$ cat src/rtl/robo_pkg.sv
// rtl/robo_pkg.sv - shared state encodings, defaults and direction codes for the wall follower
package robo_pkg;

    typedef enum logic [2:0] {
        SEEK       = 3'd0,
        FOLLOW     = 3'd1,
        AFTER_LEFT = 3'd2,
        TURN_R2    = 3'd3,
        TURN_R1    = 3'd4,
        CLEAN      = 3'd5,
        STUCK      = 3'd6
    } state_t;

    typedef enum logic [1:0] {
        DIR_NORTH = 2'b00,
        DIR_SOUTH = 2'b01,
        DIR_EAST  = 2'b10,
        DIR_WEST  = 2'b11
    } dir_t;

    localparam int REMOVE_CYCLES_DEF = 3;
    localparam int STUCK_TURNS_DEF   = 12;
    // Wide enough for REMOVE_CYCLES up to 15.
    localparam int TIMER_W           = 4;

endpackage

$ cat src/rtl/remove_timer.sv
// rtl/remove_timer.sv - barrier-clearing cycle counter with completion flag
module remove_timer
    import robo_pkg::*;
#(
    parameter int REMOVE_CYCLES = REMOVE_CYCLES_DEF
) (
    input  logic clock,
    input  logic reset,
    input  logic load,
    input  logic inc,
    output logic done
);

    logic [TIMER_W-1:0] count;

    // Load counts the remove that started the clean; each further remove bumps it.
    always_ff @(negedge clock or posedge reset) begin
        if (reset) begin
            count <= '0;
        end else if (load) begin
            count <= TIMER_W'(1);
        end else if (inc) begin
            count <= count + 1'b1;
        end
    end

    // High when the remove happening this cycle brings the count to REMOVE_CYCLES.
    assign done = ({1'b0, count} + (TIMER_W + 1)'(1)) >= (TIMER_W + 1)'(REMOVE_CYCLES);

endmodule

$ cat src/rtl/robo_wall_follower.sv
// rtl/robo_wall_follower.sv - left-hand wall follower with barrier clearing and enclosure detection
module robo_wall_follower
    import robo_pkg::*;
#(
    parameter int REMOVE_CYCLES = REMOVE_CYCLES_DEF,
    parameter int STUCK_TURNS   = STUCK_TURNS_DEF,
    parameter int MOVE_W        = 9
) (
    input  logic              clock,
    input  logic              reset,
    input  logic              head,
    input  logic              left,
    input  logic              under,
    input  logic              barrier,
    output logic              front,
    output logic              turn,
    output logic              remove,
    output logic              stuck,
    output logic [MOVE_W-1:0] moves
);

    localparam int TC_W = $clog2(STUCK_TURNS + 1);

    state_t          state, state_nx, saved, saved_nx;
    logic [TC_W-1:0] turn_cnt;
    logic            act_front, act_turn, act_remove;
    logic            tmr_load, tmr_inc, tmr_done;

    remove_timer #(.REMOVE_CYCLES(REMOVE_CYCLES)) u_remove_timer (
        .clock (clock),
        .reset (reset),
        .load  (tmr_load),
        .inc   (tmr_inc),
        .done  (tmr_done)
    );

    // Action selection and next state from the registered state and live sensors.
    always_comb begin
        act_front  = 1'b0;
        act_turn   = 1'b0;
        act_remove = 1'b0;
        tmr_load   = 1'b0;
        tmr_inc    = 1'b0;
        state_nx   = state;
        saved_nx   = saved;
        case (state)
            SEEK, FOLLOW, AFTER_LEFT: begin
                if (under) begin
                    act_remove = 1'b1;
                end else if (barrier) begin
                    act_remove = 1'b1;
                    if (REMOVE_CYCLES > 1) begin
                        state_nx = CLEAN;
                        saved_nx = state;
                        tmr_load = 1'b1;
                    end
                end else if (state == FOLLOW && !left) begin
                    act_turn = 1'b1;
                    state_nx = AFTER_LEFT;
                end else if (!head) begin
                    act_front = 1'b1;
                    state_nx  = (state == SEEK && !left) ? SEEK : FOLLOW;
                end else begin
                    act_turn = 1'b1;
                    state_nx = TURN_R2;
                end
            end
            TURN_R2: begin
                act_turn = 1'b1;
                state_nx = TURN_R1;
            end
            TURN_R1: begin
                act_turn = 1'b1;
                state_nx = FOLLOW;
            end
            CLEAN: begin
                if (!barrier) begin
                    state_nx = saved;
                end else begin
                    act_remove = 1'b1;
                    tmr_inc    = 1'b1;
                    if (tmr_done) begin
                        state_nx = saved;
                    end
                end
            end
            default: begin
                state_nx = STUCK;
            end
        endcase
        // The turn that completes the run of STUCK_TURNS overrides any other destination.
        if (act_turn && turn_cnt == TC_W'(STUCK_TURNS - 1)) begin
            state_nx = STUCK;
        end
    end

    // Reset must silence the actuators at once, not at the next edge.
    assign front  = act_front  & ~reset;
    assign turn   = act_turn   & ~reset;
    assign remove = act_remove & ~reset;
    assign stuck  = (state == STUCK);

    // State, saved return state, consecutive-turn run length and saturating move count.
    always_ff @(negedge clock or posedge reset) begin
        if (reset) begin
            state    <= SEEK;
            saved    <= SEEK;
            turn_cnt <= '0;
            moves    <= '0;
        end else begin
            state <= state_nx;
            saved <= saved_nx;
            if (act_front || act_remove) begin
                turn_cnt <= '0;
            end else if (act_turn) begin
                turn_cnt <= turn_cnt + 1'b1;
            end
            if (act_front && moves != '1) begin
                moves <= moves + 1'b1;
            end
        end
    end

endmodule

$ cat config.mk
export PLATFORM = sky130hd
export DESIGN_NAME = robo_wall_follower
export DESIGN_NICKNAME = d
export VERILOG_FILES = /design/src/rtl/robo_pkg.sv /design/src/rtl/remove_timer.sv /design/src/rtl/robo_wall_follower.sv
export SDC_FILE = /design/constraint.sdc
export NUM_CORES = 1
export LEC_CHECK = 0
export ABC_CLOCK_PERIOD_IN_PS = 2300
export BUFFER_PORTS_ARGS = -buffer_cell sky130_fd_sc_hd__buf_4
export CELL_PAD_IN_SITES_DETAIL_PLACEMENT = 1
export CELL_PAD_IN_SITES_GLOBAL_PLACEMENT = 2
export CORE_MARGIN = 2
export CORE_UTILIZATION = 35
export CTS_BUF_LIST = sky130_fd_sc_hd__clkbuf_4 sky130_fd_sc_hd__clkbuf_8 sky130_fd_sc_hd__clkbuf_16
export CTS_CLUSTER_SIZE = 28
export DETAILED_ROUTE_END_ITERATION = 6
export GPL_ROUTABILITY_DRIVEN = 0
export PLACE_DENSITY_LB_ADDON = 0.1
export SLEW_MARGIN = 20
export SYNTH_ARGS = -nofsm -noshare
export SYNTH_HDL_FRONTEND = slang
export SYNTH_SLANG_ARGS = --single-unit
$ cat constraint.sdc
create_clock -name clock -period 2.3 [get_ports clock]
set_clock_uncertainty 0.05 [all_clocks]
set_input_delay 0.115 -clock clock [delete_from_list [all_inputs] [get_ports clock]]
set_output_delay 0.115 -clock clock [all_outputs]
set_load 0.005 [all_outputs]
; ---- Yosys cells after proc, flatten, opt, wreduce, memory -nomap -nowiden
; Cells that the tools add are included.
[classes]
n_addsub = 4
n_lt_le_gt_ge = 1
n_eq_ne = 10
n_mux = 29
n_bitwise = 5
reduce_logical = 13
[op_table]
columns = cell, count
row1 = two-way mux 4 bit, 4
row2 = two-way mux 1 bit, 15
row3 = two-way mux 3 bit, 5
row4 = one-hot mux 3 bit (4 select lines), 1
row5 = adder 9 x 1 -> 9 bit (second input constant), 1
row6 = == test 3 bit (second input constant), 3
row7 = inequality test 9 bit (second input constant), 1
row8 = adder 4 x 1 -> 4 bit (second input constant), 2
row9 = == test 3 x 2 -> 1 bit (second input constant), 2
row10 = adder 4 x 1 -> 5 bit (second input constant), 1
row11 = greater-or-equal comparator 5 x 2 -> 1 bit (second input constant), 1
row12 = == test 4 bit (second input constant), 1
row13 = logical AND 1 bit, 4
row14 = two-way mux 2 bit, 2
row15 = inequality test 4 bit (second input constant), 1
row16 = one-hot mux 1 bit (2 select lines), 2
row17 = nonzero test 2 bit, 2
row18 = AND 1 bit, 3
row19 = == test 3 x 1 -> 1 bit (second input constant), 1
row20 = zero test 3 bit, 1
row21 = inequality test 3 bit (second input constant), 1
row22 = AND reduction 3 bit, 1
row23 = OR reduction 3 bit, 1
row24 = inverter 1 bit, 2
row25 = other kinds (4), 4
[word_totals]
reg_bits = 23
input_bits = 6
out_inout_bits = 13
elab_cells = 67

; ---- Longest topological paths before layout
; Gate-level depths: netlist of the first run.
[depth]
ltp_word = 9
depth_mapped = 7
mapped_depth_nobuf = 7

; ---- By module
; A second synthesis of the first run with hierarchy kept.
[unflattened]
hier_cells = 143
hier_area_um2 = 1386.3
[modules_own_cells]
columns = module, n_inst, cells_per_inst, area_each_um2, seq_area_each_um2
row1 = robo_wall_follower, 1, 119, 1166.1, 475.5
row2 = remove_timer, 1, 24, 220.2, 100.1

==> out/results.txt, run 1 <==
Synth Flop Type: dfrtn_1
power density over the cells: 1080 nW/um^2
WL per Instance: 17.5 um
fill count: 381
antenna violations before repair: 0
CP Data Required Time: 2.13 ns
crit path max-delay cell type: dfrtn_1
fin area: 2060 sq um
largest net degree at the start of global routing: 24
Min-Delay Path Class: register to register
Clock Sinks: 23
cts hold-fix bufs: 0
register area share after synthesis: 44.9%
TritonRoute pass-1 iters: 4
register bit total from synthesis: 23
CTS tree: yes
DP Worst Slack: -0.521 ns
cell taking the most area after synthesis: dfrtn_1
R2R cell count: 15
Post-synth EDFFs: 0
met3 Usage GRT: 2.60%
headroom to the max-slew limit: 70.0%
sum of negative setup slack: -6.29 ns
worst setup margin: -0.635 ns
status: finished, violations left
clock latency on the worst-skew pair: 0.30 ns
number of CTS-inserted buffers: 3
dpl cell area: 1670 sq um
Top Ports: 19
RSZ-0062 raised after global routing: yes
most instantiated cells after synthesis: 23 x dfrtn_1, 15 x nand2_1, 15 x nor2_1, 10 x xnor2_1
DRT Wirelength: 4.27 mm
via count: 1228
crit path cell chain: buf_6 > buf_6 > a211oi_2 > or2_4 > nor2_2 > buf_4
Post-Syn Area: 1280 sq um
area of the core: 3420 sq um
Clock transition at path regs: 0.09 ns
Max Cap Viol: 0
final setup fails: 20
CP Buf/Inv Count: 3
synthesized instance count: 130
vias in the first global route: 1363
Synth Net Count: 141
Post-route DRC: 0
clk root buf: clkbuf_4
ys async rst share: 100%
# nets final: 210
Hold Path Stages: 1
met1 GRT Util: 23.6%
vias per cell: 5.03
gr usage total: 20.1%
met2 global-route usage: 38.9%
Area contributors post-synth: dfrtn_1 45%, xnor2_1 6.8%, ha_1 4.9%
failing checks: setup timing
CP max stage delay: 0.44 ns
Critical Path Source Type: register
Die Footprint: 4160 sq um
Die Ht: 64.5 um
Antenna Cells: 0
initial cell density of the core: 37.5%
Rows: 21
Arr. time, crit path: 2.77 ns
port bufs: 18
Yosys top cell area share: 44.9%
Area Growth Syn to Fin: 60.6%
Avg Cell Area, Syn: 9.86 sq um
r2r setup slk: 0.17 ns
Critical Path Sink Type: primary output
Max VDD drop: 531 uV
most frequent cell after synthesis: dfrtn_1
Worst path top cell family by delay: flip-flops
worst-case clock buffer depth: 2
leakage power: 0.000983 uW
number of stages on the worst setup path: 6
grt ovf: 0
share of cells above drive strength 1: 50.5%
Worst Path Class, Setup: register to primary output
GRT Max-Usage Layer: met2
1st-iter DRT viols: 59
post-route antenna net violation count: 0
global-route wire length before repair: 6.50 mm
post-synthesis cell type count: 38
Most common cell on crit path: buf_6
yosys warns: 0
post-DP HPWL: 2.48 mm
Tightest Pin Transition: 0.446 ns
final hold vios: 0
H-tree depth: 1
crit-path max FO: 5
die width: 64.5 um
Slew Viols, Final: 0
[worst register-to-register path: stages (launching register included)]
cell     delay [ns]
dfrtn_1        0.54
buf_6          0.14
buf_6          0.09
nand2_4        0.05
buf_4          0.13
nand2_2        0.06
nand2_2        0.06
buf_6          0.11
buf_6          0.10
buf_6          0.10
buf_6          0.11
buf_6          0.10
buf_6          0.11
buf_6          0.11
nand2_4        0.08
nor2_1         0.05
[layer usage]
metal	share of wire, %	up-vias
met5	0	-
met4	1.8	0
met3	2.1	6
met2	54	16
met1	42	618
li1	-	588
[state kept, by name, indices dropped and copies added (netlist names)]
signal / cells
u_remove_timer.count: 4
moves: 9
state: 3
turn_cnt: 4
saved: 3
[logic make-up after synthesis]
kind of cell             share of synthesized area (%)
buffers and inverters                             2.64
flip-flops                                        44.9
AND/OR/NAND/NOR                                   24.6
adder cells (fa/ha/maj)                           4.88
multiplexers                                      4.30
AO/OA/AOI/OAI                                     9.08
XOR/XNOR                                          9.57
[power by group]
group,internal (uW),switching [uW]
combinational,782,605
clock,64.9,127
sequential,521,124
[worst paths after layout]
| check | start | to |
|---|---|---|
| worst max-delay path | state[0] | turn |
| worst min-delay path | moves[4] | moves[4] |
| worst max register to register | state[0] | turn_cnt[3] |
| worst min register to register | moves[4] | moves[4] |
| max in group asynchronous | reset | turn_cnt[0] |
| min in group asynchronous | reset | saved[2] |
[cells in the final DEF, fill, tap and decap left out, types with 2 or more instances in the layout]
cell type	instances
nand2_4	2
inv_1	3
nand2_1	8
nand2_2	5
nor2_1	11
nand2b_1	2
nor2_4	4
clkbuf_4	3
nor2_2	2
nor3_4	2
a21o_1	2
xor2_1	4
xnor2_1	9
o21ai_0	2
mux2_2	2
dfrtn_1	23
ha_1	5
nand3_1	5
nand4_1	5
buf_4	44
mux2_4	2
buf_6	22
nand4b_1	2
a21oi_1	3
[final cells by class]
type / instances / area, sq um / share of cell area [%]
clock inverters: 1 / 5.00 / 0.243
inverters: 4 / 15.0 / 0.729
clock buffers: 3 / 22.5 / 1.09
well taps: 46 / 57.6 / 2.80
repair buffers: 66 / 578 / 28.1
flip-flops and latches: 23 / 576 / 28.0
multi-input cells: 101 / 805 / 39.1
[stage by stage]
stage | hold slack [ns] | cells | total power (uW) | utilization, %
floorplan | 0.198 | 130 | 1170 | -
global placement | 0.374 | 215 | 1480 | 49.0
detailed placement | 0.396 | 215 | 1530 | 49.0
CTS | 0.393 | 235 | 2050 | 56.3
global route | 0.424 | 244 | 2370 | 60.3
finish | 0.380 | 244 | 2220 | 60.3
[repair_timing]
item,CTS,global route
hold endpoints to repair,0,0
buffers inserted,15,11
pin swaps,10,8
gates resized for setup,28,18
cloned,1,0
setup endpoints to repair,17,22
Note: power is estimated with default switching activity, not from simulation.
==> run 2, diff against run 1 <==
Settings changed: PLACE_DENSITY set to 0.78, PLACE_DENSITY_LB_ADDON 0.1 to not set.
==> run 2 against run 1 <==
  * The run still ends with setup timing left
  * Design area shrank 9.1%
  * Register-to-register slack gained 0.10 ns
  * Clock power is essentially flat
  * Sequential power shrank 2%
  * Wire length shrank 19%
  * Cell count shrank 5.7%
  * Power shrank 15%
  * Core utilization shrank 5.5 points
  * Non-clock buffer count shrank 14
  * Largest cell class unchanged
==> out/results.txt, run 2 (synthesized netlist as in run 1, its figures left out) <==
status: finished, violations left
failing checks: setup timing
Post-route DRC: 0
clk root buf: clkbuf_4
via count: 1147
Reg power frac: 33.5%
Max Cap Viol: 0
Rows: 21
crit path cell chain: nand2b_4 > a2111o_1 > buf_6 > nor2_4 > buf_6
DRT Wirelength: 3.45 mm
final hold vios: 0
Power Internal: 1150 uW
CTS tree: yes
cts hold-fix bufs: 0
post-route antenna net violation count: 0
post-layout util: 54.8%
Max VDD drop: 476 uV
Antenna Cells: 0
global-route wire length before repair: 5.99 mm
WL per Instance: 15.0 um
CP max stage delay: 0.44 ns
die width: 64.5 um
Die Ht: 64.5 um
vias in the first global route: 1287
crit-path max FO: 2
Largest register FFs: 9
post-DP HPWL: 2.40 mm
fin area: 1870 sq um
leading cell type in the layout, fill and taps excluded: buf_4
Arr. time, crit path: 2.73 ns
vias per cell: 4.99
initial cell density of the core: 37.5%
Min-Delay Path Class: register to register
commonest non-fill, non-tap cells in the layout: 43 x buf_4, 23 x dfrtn_1, 14 x nand2_1, 12 x nor2_1, 10 x xnor2_1
Slew Viols, Final: 0
number of CTS-inserted buffers: 3
TritonRoute pass-1 iters: 4
final setup fails: 13
hold_ws: 0.400 ns
worst setup margin: -0.597 ns
NetSw: 732 uW
Die Footprint: 4160 sq um
Critical Path Source Type: register
Sw Share: 38.9%
clock latency on the worst-skew pair: 0.31 ns
Most common cell on crit path: buf_6
share of cells above drive strength 1: 40.8%
CP Data Required Time: 2.13 ns
dpl cell area: 1670 sq um
Tightest Pin Transition: 0.402 ns
# nets final: 196
Top Registers: moves (9), turn_cnt (4), u_remove_timer.count (4)
Clock Sinks: 23
crit path max-delay cell type: a2111o_1
power density over the cells: 1010 nW/um^2
Worst Path Class, Setup: register to primary output
worst-case clock buffer depth: 2
antenna violations before repair: 0
grt ovf: 0
port bufs: 18
largest net degree at the start of global routing: 24
clock power share: 10.2%
Biggest register: moves
area of the core: 3420 sq um
gr usage total: 18.6%
Critical Path Sink Type: primary output
H-tree depth: 1
fill count: 393
1st-iter DRT viols: 61
Logic pwr share: 56.3%
Top Ports: 19
headroom to the max-slew limit: 72.9%
leakage power: 0.000897 uW
Clock transition at path regs: 0.09 ns
Area Growth Syn to Fin: 46.1%
r2r setup slk: 0.27 ns
RSZ-0062 raised after global routing: yes
run 2: changes by cell type in the layout (fill, tap and decap cells not counted), moves of 2 or more:
| cell | delta |
|---|---|
| nand2_1 | +6 |
| buf_6 | -14 |
| nand2_4 | -2 |
| nand2_2 | -4 |
run 2: per-layer routing:
| layer | share of wire, % | global-route usage [%] | up-vias |
|---|---|---|---|
| met5 | 0 | 0 | - |
| met4 | 1.7 | 7.18 | 0 |
| met3 | 2.8 | 2.43 | 5 |
| met2 | 51 | 32.9 | 17 |
| met1 | 45 | 22.9 | 568 |
| li1 | - | - | 557 |
run 2: path summary, 6_finish.rpt:
path | end | startpoint | cells after the start
min in group asynchronous | turn_cnt[1] | reset | 3
max reg2reg | state[1] | u_remove_timer.count[0] | 7
min reg2reg | moves[5] | moves[5] | 1
max in group asynchronous | u_remove_timer.count[3] | reset | 3
min | moves[5] | moves[5] | 1
max | front | state[1] | 5
run 2: metrics by stage:
stage                     std cells  power [uW]  setup slack, ns  TNS [ns]
after CTS                       230        1880           -0.589     -2.99
after global routing            230        2050           -0.675     -4.18
after global placement          215        1470           -0.493     -7.46
after detailed placement        215        1520           -0.518     -8.21
final                           230        1880           -0.597     -3.24
after floorplan                 130        1170           -0.314     -2.49
run 2: layout make-up:
cell class / count / area [sq um] / share of cell area (%)
inverter: 4 / 15.0 / 0.802
tap: 46 / 57.6 / 3.07
clock inverter: 1 / 5.00 / 0.267
sequential: 23 / 576 / 30.7
multi-input combinational: 101 / 768 / 41.0
clock buffer: 3 / 22.5 / 1.20
timing repair buffer: 52 / 428 / 22.9
run 2: critical path: cells and delay by family, from the launching register on:
kind / cells / cell delay, ns
simple gates: 2 / 0.22
flops: 1 / 0.38
buf+inv: 2 / 0.23
compound gates: 1 / 0.44
run 2: timing repair:
action	4_1_cts	5_1_grt
setup buffers	10	3
resized for setup	15	8
pin swaps	13	9
endpoints found under the setup margin	16	19
gates cloned	1	0
run 2: power groups by stage:
| stage | sequential, uW | clock, uW | combinational (uW) |
|---|---|---|---|
| floorplan | 634 | 0 | 533 |
| global placement | 649 | 0 | 824 |
| detailed placement | 656 | 0 | 865 |
| CTS | 634 | 198 | 1040 |
| global route | 651 | 222 | 1170 |
| finish | 631 | 192 | 1060 |
==> run 3, diff against run 2 <==
Settings changed: PLACE_DENSITY 0.78 to 0.84.
==> run 3 against run 2 <==
  * The run still ends with setup timing left
  * Global-route usage up 0.11 points
  * Power increased by 1.6%
  * Count of clock-buffer cells in the layout rose by 1
  * Highest routed layer unchanged
  * Non-clock buffer count fell by 1
  * Register-to-register slack hardly changed
  * Sequential power is 1% higher
  * Wire length grew 2.6%
==> out/results.txt, run 3 (synthesized netlist as in run 1, its figures left out) <==
number of CTS-inserted buffers: 3
cts hold-fix bufs: 0
Critical Path Source Type: register
met3 Usage GRT: 2.08%
antenna violations before repair: 0
headroom to the max-slew limit: 74.5%
leading cell type in the layout, fill and taps excluded: buf_4
gr usage total: 18.7%
grt ovf: 0
leakage power: 0.000895 uW
vias per cell: 5.05
port bufs: 18
CTS tree: yes
Die Footprint: 4160 sq um
via count: 1156
Critical Path Sink Type: primary output
commonest non-fill, non-tap cells in the layout: 44 x buf_4, 23 x dfrtn_1, 12 x nand2_1, 11 x nor2_1, 10 x xnor2_1
met2 global-route usage: 36.6%
global-route wire length before repair: 6.08 mm
Max VDD drop: 456 uV
GRT Max-Usage Layer: met2
hold_ws: 0.394 ns
Post-route DRC: 0
DP Worst Slack: -0.520 ns
final setup fails: 16
post-DP HPWL: 2.58 mm
clock latency on the worst-skew pair: 0.30 ns
Tightest Pin Transition: 0.380 ns
CP Data Required Time: 2.13 ns
RSZ-0062 raised after global routing: yes
Antenna Cells: 0
crit-path max FO: 2
status: finished, violations left
die width: 64.5 um
worst-case clock buffer depth: 2
power density over the cells: 1020 nW/um^2
WL per Instance: 15.4 um
Min-Delay Path Class: register to register
worst setup margin: -0.576 ns
DRT Wirelength: 3.54 mm
initial cell density of the core: 37.5%
Largest register FFs: 9
clk root buf: clkbuf_4
post-layout util: 54.8%
fill count: 396
# nets final: 195
Max Cap Viol: 0
H-tree depth: 1
Rows: 21
vias in the first global route: 1315
Slew Viols, Final: 0
Clock Sinks: 23
share of cells above drive strength 1: 43.2%
area of the core: 3420 sq um
Die Ht: 64.5 um
Biggest register: moves
post-route antenna net violation count: 0
largest net degree at the start of global routing: 24
Clock transition at path regs: 0.08 ns
1st-iter DRT viols: 31
Arr. time, crit path: 2.71 ns
Area Growth Syn to Fin: 46.2%
Worst Path Class, Setup: register to primary output
TritonRoute pass-1 iters: 4
Top Ports: 19
met1 GRT Util: 21.3%
failing checks: setup timing
Top Registers: moves (9), turn_cnt (4), u_remove_timer.count (4)
final hold vios: 0
sum of negative setup slack: -3.05 ns
[run 3: cell count changes in the layout (fill, tap and decap cells not counted), sizes merged]
cell,change
buf,-1
clkbuf,+1
clkinv,-1
[run 3: final timing paths]
check	end	depth (start not counted)	slack [ns]	startpoint
setup / recovery	front	5	-0.58	state[1]
hold / removal	moves[7]	1	0.39	moves[7]
setup reg to reg	state[1]	7	0.26	u_remove_timer.count[0]
hold reg to reg	moves[7]	1	0.39	moves[7]
max in group asynchronous	saved[0]	3	1.06	reset
min in group asynchronous	state[2]	3	0.89	reset
[run 3: routing by layer]
metal / vias up / wire length [um] / part of all wire, %
met5: - / 0 / 0
met4: 0 / 27 / 0.76
met3: 4 / 77 / 2.2
met2: 16 / 1970 / 56
met1: 575 / 1460 / 41
li1: 561 / - / -
[run 3: metrics by stage]
stage / instances / power [uW] / instance area [sq um]
5_1_grt: 229 / 2060 / 1870
3_5_place_dp: 215 / 1540 / 1670
6_report: 229 / 1910 / 1870
3_3_place_gp: 215 / 1470 / 1670
2_1_floorplan: 130 / 1170 / 1330
4_1_cts: 226 / 1870 / 1830
[run 3: repair_timing]
action,4_1_cts,5_1_grt
pin swaps,9,5
buffers inserted,6,3
endpoints found under the setup margin,16,21
cloned,1,0
resized for setup,18,7
[run 3: area by class of cell]
| class | instances | area (sq um) | share of cell area [%] |
|---|---|---|---|
| Tap cell | 46 | 57.6 | 3.07 |
| Timing Repair Buffer | 51 | 417 | 22.2 |
| Sequential cell | 23 | 576 | 30.7 |
| Multi-Input combinational cell | 101 | 778 | 41.5 |
| Clock buffer | 4 | 30.0 | 1.60 |
| Inverter | 4 | 15.0 | 0.802 |
[run 3: power breakdown]
part / internal [uW] / switching (uW) / leakage (uW) / total, uW
clock network: 79.4 / 113 / 0.0000184 / 193
logic: 575 / 507 / 0.000575 / 1080
registers: 521 / 117 / 0.000302 / 638
total: 1180 / 738 / 0.000895 / 1910
[run 3: worst max-delay path: stages, from the launching register on]
cell and delay, ns:
dfrtn_1 0.37, nand2b_4 0.15, a2111o_1 0.40, buf_4 0.16, nor2_4 0.08, buf_4 0.11
